File: config.mk
export PLATFORM = sky130hd
export DESIGN_NAME = bootrom_ahb_ctrl
export DESIGN_NICKNAME = d
export VERILOG_FILES = /design/src/rtl/bootrom_ahb_ctrl.sv
export SDC_FILE = /design/constraint.sdc
export NUM_CORES = 1
export LEC_CHECK = 0
export BUFFER_PORTS_ARGS = -buffer_cell sky130_fd_sc_hd__buf_4
export CAP_MARGIN = 20
export CORE_MARGIN = 5
export CORE_UTILIZATION = 40
export DETAILED_ROUTE_END_ITERATION = 10
export PLACE_DENSITY = 0.76
export RECOVER_POWER = 100
export SYNTH_ARGS = -nofsm -noshare
export SYNTH_HDL_FRONTEND = slang
export SYNTH_SLANG_ARGS = --single-unit
File: constraint.sdc
create_clock -name HCLK -period 5.75 [get_ports HCLK]
set_clock_uncertainty 0.1 [all_clocks]
set_input_delay 1.15 -clock HCLK [delete_from_list [all_inputs] [get_ports HCLK]]
set_output_delay 1.15 -clock HCLK [all_outputs]
set_load 0.01 [all_outputs]
File: src/rtl/bootrom_ahb_ctrl.sv
`default_nettype none
// ============================================================================
// Module   : bootrom_ahb_ctrl
// Purpose  : AHB-Lite read-only slave in front of a synchronous ROM macro.
//            Reads that miss the single-entry last-word buffer access the
//            macro and wait RD_LAT-1 cycles. Reads that hit the buffer
//            complete with zero wait states. Writes get a two-cycle ERROR
//            response.
// Revision : 1.0 - initial release
// ----------------------------------------------------------------------------
// Parameters
//   AW       ROM word-address width (depth = 2^AW x 32-bit words)
//   RD_LAT   macro CLK-to-Q latency in cycles, 1..4
//   EMA      value driven on ROM_EMA
//   HIT_BUF  1 = last-word hit buffer present, 0 = every read hits the macro
// Ports
//   HCLK, HRESETn        clock, asynchronous active-low reset
//   HSEL, HADDR, HTRANS  AHB address-phase controls (HADDR[AW+1:2] decoded)
//   HWRITE, HSIZE        write flag, size (ignored: full word returned)
//   HREADY               bus-wide ready input
//   HREADYOUT, HRESP     slave ready / response
//   HRDATA               read data, zero outside a completing read
//   ROM_CEN, ROM_A       macro chip enable (active-low) and word address
//   ROM_EMA              macro margin control
//   ROM_Q                macro read data
// ============================================================================
module bootrom_ahb_ctrl #(
  parameter int         AW      = 8,
  parameter int         RD_LAT  = 1,
  parameter logic [2:0] EMA     = 3'b010,
  parameter int         HIT_BUF = 1
) (
  input  logic          HCLK,
  input  logic          HRESETn,
  input  logic          HSEL,
  input  logic [31:0]   HADDR,
  input  logic [1:0]    HTRANS,
  input  logic          HWRITE,
  input  logic [2:0]    HSIZE,
  input  logic          HREADY,
  output logic          HREADYOUT,
  output logic          HRESP,
  output logic [31:0]   HRDATA,
  output logic          ROM_CEN,
  output logic [AW-1:0] ROM_A,
  output logic [2:0]    ROM_EMA,
  input  logic [31:0]   ROM_Q
);

  typedef enum logic [2:0] {
    ST_IDLE    = 3'd0,
    ST_RD_WAIT = 3'd1,
    ST_RD_HIT  = 3'd2,
    ST_ERR1    = 3'd3,
    ST_ERR2    = 3'd4
  } state_t;

  // Wait-counter load value: number of stalled data-phase cycles of a miss.
  localparam logic [1:0] C_CNT_INIT = 2'(RD_LAT - 1);

  state_t        r_state;
  state_t        w_state_nxt;
  logic [1:0]    r_cnt;
  logic [1:0]    w_cnt_nxt;
  logic [AW-1:0] r_addr;        // word index of the transfer in data phase

  logic          w_accept;
  logic          w_done;        // current data phase (if any) ends this cycle
  logic          w_hit;
  logic          w_buf_load;
  logic [AW-1:0] w_idx;

  logic          w_buf_valid;
  logic [AW-1:0] w_buf_tag;
  logic [31:0]   w_buf_data;

  logic          w_hreadyout;
  logic          w_hresp;
  logic [31:0]   w_hrdata;

  // Size, the byte offset, the aliased upper address bits and HTRANS[0]
  // carry no information for a word-wide read-only ROM.
  logic          w_unused_inputs;
  assign w_unused_inputs = ^{HSIZE, HADDR[31:AW+2], HADDR[1:0], HTRANS[0]};

  assign w_idx    = HADDR[AW+1:2];
  assign w_accept = HSEL & HTRANS[1] & HREADY;
  assign w_hit    = w_buf_valid & (w_buf_tag == w_idx);

  // The macro is started straight from the address phase so that a
  // one-cycle macro returns data in the very next (data-phase) cycle.
  assign ROM_CEN  = ~(w_accept & w_done & ~HWRITE & ~w_hit);
  assign ROM_A    = w_idx;
  assign ROM_EMA  = EMA;

  assign HREADYOUT = w_hreadyout;
  assign HRESP     = w_hresp;
  assign HRDATA    = w_hrdata;

  // --------------------------------------------------------------------------
  // State register
  // --------------------------------------------------------------------------
  always_ff @(posedge HCLK or negedge HRESETn) begin
    if (!HRESETn) begin
      r_state <= ST_IDLE;
      r_cnt   <= 2'd0;
      r_addr  <= '0;
    end else begin
      r_state <= w_state_nxt;
      r_cnt   <= w_cnt_nxt;
      if (w_done && w_accept) begin
        r_addr <= w_idx;
      end
    end
  end

  // --------------------------------------------------------------------------
  // Next state and data-phase outputs
  // --------------------------------------------------------------------------
  always_comb begin
    w_state_nxt = ST_IDLE;
    w_cnt_nxt   = 2'd0;
    w_done      = 1'b1;
    w_buf_load  = 1'b0;
    w_hreadyout = 1'b1;
    w_hresp     = 1'b0;
    w_hrdata    = 32'd0;

    case (r_state)
      ST_IDLE: begin
        w_done = 1'b1;
      end
      ST_RD_WAIT: begin
        if (r_cnt != 2'd0) begin
          w_done      = 1'b0;
          w_hreadyout = 1'b0;
          w_state_nxt = ST_RD_WAIT;
          w_cnt_nxt   = r_cnt - 2'd1;
        end else begin
          w_hrdata   = ROM_Q;
          w_buf_load = 1'b1;
        end
      end
      ST_RD_HIT: begin
        w_hrdata = w_buf_data;
      end
      ST_ERR1: begin
        w_done      = 1'b0;
        w_hreadyout = 1'b0;
        w_hresp     = 1'b1;
        w_state_nxt = ST_ERR2;
      end
      ST_ERR2: begin
        w_hresp = 1'b1;
      end
      default: begin
        w_done = 1'b1;
      end
    endcase

    // A transfer accepted in the cycle that completes the previous one
    // starts immediately, giving back-to-back pipelined operation.
    if (w_done && w_accept) begin
      if (HWRITE) begin
        w_state_nxt = ST_ERR1;
      end else if (w_hit) begin
        w_state_nxt = ST_RD_HIT;
      end else begin
        w_state_nxt = ST_RD_WAIT;
        w_cnt_nxt   = C_CNT_INIT;
      end
    end
  end

  // --------------------------------------------------------------------------
  // Last-word hit buffer. ROM contents never change, so a tag match always
  // returns correct data; the entry is only refreshed on miss completion.
  // --------------------------------------------------------------------------
  generate
    if (HIT_BUF != 0) begin : g_hit_buf
      logic          r_valid;
      logic [AW-1:0] r_tag;
      logic [31:0]   r_data;

      always_ff @(posedge HCLK or negedge HRESETn) begin
        if (!HRESETn) begin
          r_valid <= 1'b0;
          r_tag   <= '0;
          r_data  <= 32'd0;
        end else if (w_buf_load) begin
          r_valid <= 1'b1;
          r_tag   <= r_addr;
          r_data  <= ROM_Q;
        end
      end

      assign w_buf_valid = r_valid;
      assign w_buf_tag   = r_tag;
      assign w_buf_data  = r_data;
    end else begin : g_no_buf
      logic w_unused_buf;
      assign w_unused_buf = ^{r_addr, w_buf_load};
      assign w_buf_valid  = 1'b0;
      assign w_buf_tag    = '0;
      assign w_buf_data   = 32'd0;
    end
  endgenerate

endmodule
`default_nettype wire

Word-level counts from Yosys, hierarchy flattened
Index checks and enable logic that the tools add are counted.
Widths: inputs -> output; s select.
{"block": "classes", "eq_ne": 5, "n_reduce_logical": 3, "add_sub_neg": 1, "n_mux": 16, "n_bitwise": 9}
{"operator": "$pmux 32 s2", "n": 1}
{"operator": "$mux 32", "n": 1}
{"operator": "$mux 2", "n": 7}
{"operator": "$eq 8x8->1", "n": 1}
{"operator": "$and 1x1->1", "n": 6}
{"operator": "$eq 3x2->1 const B", "n": 2}
{"operator": "$pmux 3 s2", "n": 1}
{"operator": "$mux 1", "n": 4}
{"operator": "$eq 3x1->1 const B", "n": 1}
{"operator": "$eq 3x3->1 const B", "n": 1}
{"operator": "$mux 3", "n": 1}
{"operator": "$not 1->1", "n": 3}
{"operator": "$pmux 1 s2", "n": 1}
{"operator": "$reduce_bool 2->1", "n": 1}
{"operator": "$reduce_or 2->1", "n": 1}
{"operator": "$sub 2x1->2 const B", "n": 1}
{"operator": "$logic_and 1x1->1", "n": 1}
{"block": "totals", "regBits": 54, "out_inout_bits": 46, "elab_cells": 40, "inputBits": 74}

Logic depth before layout (Yosys ltp)
{"block": "depth", "ltp_word": 7, "ltp_mapped": 4, "depth_no_buf": 4}

Least setup slack after synthesis
No wires, ideal clock.
{"block": "synth_path", "kind": "input to output", "from": "in HADDR[7]", "to": "out ROM_CEN", "arrival_ns": 1.912, "required_time_ns": 4.500, "slack_ns": 2.588, "n_path_buf": 0, "stages": 4, "path_cell_list": "xor2_1 nor4_1 a41oi_1 nand2_1"}
{"block": "synth_between", "elab_chain_len": 5}
{"item": "start, declared", "line_no": "36", "source": "input logic [31:0] HADDR,"}
{"item": "$eq 8x8->1", "line_no": "88", "source": "assign w_hit = w_buf_valid & (w_buf_tag == w_idx);"}
{"item": "$and 1x1->1", "line_no": "88"}
{"item": "$not 1->1", "line_no": "92", "source": "assign ROM_CEN = ~(w_accept & w_done & ~HWRITE & ~w_hit);"}
{"item": "$and 1x1->1", "line_no": "92"}
{"item": "$not 1->1", "line_no": "92"}
{"item": "end, declared", "line_no": "44", "source": "output logic ROM_CEN,"}
Every way passes these cells.

Worst setup path in the final report
{"block": "layout_path", "from": "reg r_state[2]", "to": "out HRDATA[17]"}
{"block": "layout_between", "elab_chain_len": 2, "word_cells_on_any_way": 3, "classes_between": "eq/ne: 2; mux: 1"}
{"item": "start, declared", "line_no": "61", "source": "state_t r_state;"}
{"item": "start signal, assigned", "line_no": "109", "source": "r_state <= w_state_nxt;"}
{"item": "$eq 3x2->1 / $eq 3x1->1 (equally long branches)", "line_no": "129", "source": "case (r_state)"}
{"item": "$pmux 32 s2 (*)", "line_no": "129"}
{"item": "end, declared", "line_no": "43", "source": "output logic [31:0] HRDATA,"}
Every way passes the cells marked *; elsewhere a longest branch is shown, timed or not.

==> results.sh <==
export IMPL_status="finished, violations left"
export IMPL_violations="max-capacitance violations, max-slew violations"
export IMPL_period_share=0.762
export IMPL_drv_slew=100
export IMPL_cts_tree="done"
export IMPL_die_x_extent_um=89.8
export IMPL_min_period_ns=4.38
export IMPL_timing_critical_path_fanout_max=44
export IMPL_cts_reportedPaths_clkPinSlew_ns=0.09
export IMPL_routed_wirelength_um=5220
export IMPL_detailed_route_via_count=1748
export IMPL_achievable_frequency_mhz=228
export IMPL_track_usage=0.129
export IMPL_critical_path_arrival_ns=3.13
export IMPL_grt_max_degree=55
export IMPL_critical_path_startpoint_type="register"
export IMPL_filler_cell_count=580
export IMPL_gp_congestion=0.704
export IMPL_rsz0062_at_grt="false"
export IMPL_io_buffer_count=88
export IMPL_post_cts_buffers=0
export IMPL_final_setup_tns_ns=0
export IMPL_tritoncts_num_sinks=54
export IMPL_worst_path_most_repeated_cell="clkbuf_1"
export IMPL_yosys_most_used_dff="dfrtp_1"
export IMPL_path_class="register to output port"
export IMPL_drive_above_1_share=0.369
export IMPL_postRouteAntennaNets=0
export IMPL_ioPinCount=120
export IMPL_yosysSeqAreaShare=0.530
export IMPL_detailed_place_hpwl_um=3820
export IMPL_worstPathBufferInverterCount=2
export IMPL_yosys_register_bits=54
export IMPL_global_route_overflow_total=0
export IMPL_worst_skew_pair_later_pin_latency_ns=0.30
export IMPL_tightestPinTransition_ns=2.89
export IMPL_areaGrowthSynthToFinish_pct=21.6
export IMPL_ys_async_sr_fraction=1.00
export IMPL_critical_path_cell_chain="nand2b_1 -> nor4_1 -> clkbuf_1 -> a22o_1 -> clkbuf_1"
export IMPL_cts_root_buffer="clkbuf_8"
export IMPL_die_area_um2=8070
export IMPL_drc=0
export IMPL_cts_hold_buffers_added=0
export IMPL_cts_max_path_buffers=2
export IMPL_setup_viol=0
export IMPL_synth_edff_count=0
export IMPL_drt_pass1_iterations=2
export IMPL_synth_largest_type_area_fraction=0.530
export IMPL_first_iter_violations=41
export IMPL_worst_ep_required_time_ns=4.50
export IMPL_yosysWarningCount=0
export IMPL_crit_family="buffers and inverters"
export IMPL_synth_cell_type_count=29
export IMPL_timing_critical_path_slowest_stage_cell="clkbuf_1"
export IMPL_drt_vias_per_instance=5.07
export IMPL_crit_path_max_incr_delay_ns=1.45
export IMPL_layout_nets=341
export IMPL_max_cap_violations=2
export IMPL_placementRows=29
export IMPL_fp_dieH_um=89.8
export IMPL_multiInputGateArea_um2=1050
export IMPL_timing_slew_headroom=-0.927
export IMPL_crit_path_end_kind="output port"
export IMPL_p_leak_nw=1.36
export IMPL_summed_instance_area_of_the_synthesized_netlist_um2=2550
export IMPL_floorplan_initialDensity=0.406
export IMPL_hp_class="register to register"
export IMPL_cts_max_level=2
export IMPL_area_used_by_sequential_logic_in_the_layout_um2=1350
export IMPL_hold_violations=0
export IMPL_numCtsBuffers=5
export IMPL_synthesis_instances=189
export IMPL_antenna_violations_before_repair=0
export IMPL_fin_util=0.494
export IMPL_grt_pass1_wl_um=8800
export IMPL_core_area_um2=6280
export IMPL_diode_insertion_count_for_antenna_repair=0
export IMPL_grt_pass1_vias=1846
export IMPL_avgSynthCellArea_um2=13.5
export IMPL_drt_wirelength_per_cell_um=15.1
export IMPL_cts_resized_gates=0
export IMPL_synth_top_cells_by_area="dfrtp_1 (53%), mux2_2 (20%), a22o_1 (11%)"
export IMPL_power_per_cell_area_nw_per_um2=284
export IMPL_yosys_area_top_type="dfrtp_1"
export IMPL_peakVddDrop_uv=148
-- flip-flops by register name, summed over array words and instances (netlist names) --
signal             cells
g_hit_buf.r_tag        8
r_state                3
r_addr                 8
r_cnt                  2
g_hit_buf.r_valid      1
g_hit_buf.r_data      32
-- cell usage in the layout, fill, tap and decap left out, types with 2 or more instances in the layout --
master / netlist / routed
dfrtp_1: 54 / 54
clkbuf_1: 6 / 48
mux2_2: 45 / 45
buf_4: 14 / 44
a22o_1: 32 / 32
xor2_1: 7 / 7
clkbuf_8: 0 / 6
nor2_1: 4 / 4
mux2_1: 3 / 3
conb_1: 2 / 3
nor4_1: 1 / 2
nor2b_1: 2 / 2
nand4_1: 1 / 2
nand2_1: 2 / 2
-- power by group --
group / switching [mW] / leakage [nW] / internal, mW
clock: 0.115 / 0.0482 / 0.0974
sequential: 0.0395 / 0.642 / 0.456
combinational: 0.0694 / 0.667 / 0.102
total: 0.224 / 1.36 / 0.655
-- cell usage after synthesis (2+ instances only) --
master,n
clkbuf_1,6
mux2_2,45
dfrtp_1,54
nor2_1,4
nor2b_1,2
nand2_1,2
xor2_1,7
buf_4,14
mux2_1,3
conb_1,2
a22o_1,32
-- layer usage --
metal,vias to the layer above,GRT usage,part of all wire
li1,838,-,-
met1,857,0.150,0.40
met2,47,0.226,0.53
met3,6,0.0401,0.067
met4,0,0.0378,0.0059
met5,-,0,0
-- worst register-to-register path: stages (launching register included) --
cell and delay (ns):
dfrtp_1 0.42, nand2b_1 0.18, nor4_1 0.26, clkbuf_1 1.45, mux2_2 0.47
-- through the flow --
stage | setup WS (ns) | hold slack [ns] | instance area [um2] | power (mW) | cells
4_1_cts | 2.21 | 0.403 | 3300 | 0.907 | 345
6_report | 1.37 | 0.397 | 3100 | 0.879 | 345
2_1_floorplan | 2.59 | 0.354 | 2550 | 0.615 | 190
3_3_place_gp | 2.28 | 0.367 | 3200 | 0.679 | 337
5_1_grt | 1.08 | 0.411 | 3100 | 0.939 | 345
3_5_place_dp | 2.31 | 0.381 | 3200 | 0.691 | 337
-- worst paths after layout --
check / startpoint / to / cells past startpoint / slack [ns]
min: g_hit_buf.r_data[9] / g_hit_buf.r_data[9] / 1 / 0.40
max: r_state[2] / HRDATA[17] / 5 / 1.37
min reg2reg: g_hit_buf.r_data[9] / g_hit_buf.r_data[9] / 1 / 0.40
max in group asynchronous: HRESETn / g_hit_buf.r_data[16] / 1 / 2.23
max reg2reg: r_state[2] / g_hit_buf.r_data[16] / 4 / 2.74
min in group asynchronous: HRESETn / g_hit_buf.r_tag[4] / 1 / 1.68
-- area by class of cell --
class / count / area share
timing repair buffer: 91 / 0.164
tap: 77 / 0.0311
sequential: 54 / 0.436
clock inverter: 1 / 0.00162
clock buffer: 7 / 0.0279
multi-input combinational: 115 / 0.340
-- kinds of logic after synthesis --
family | Yosys count | synth area share
muxes | 48 | 0.212
buffers and inverters | 21 | 0.0520
and+or+nand+nor | 19 | 0.0501
DFF | 54 | 0.530
xor gates and xnor gates | 8 | 0.0275
other | 2 | 0.00295
AOI/OAI and AO/OA | 37 | 0.125
No activity file was read; power rests on OpenSTA's default activity.
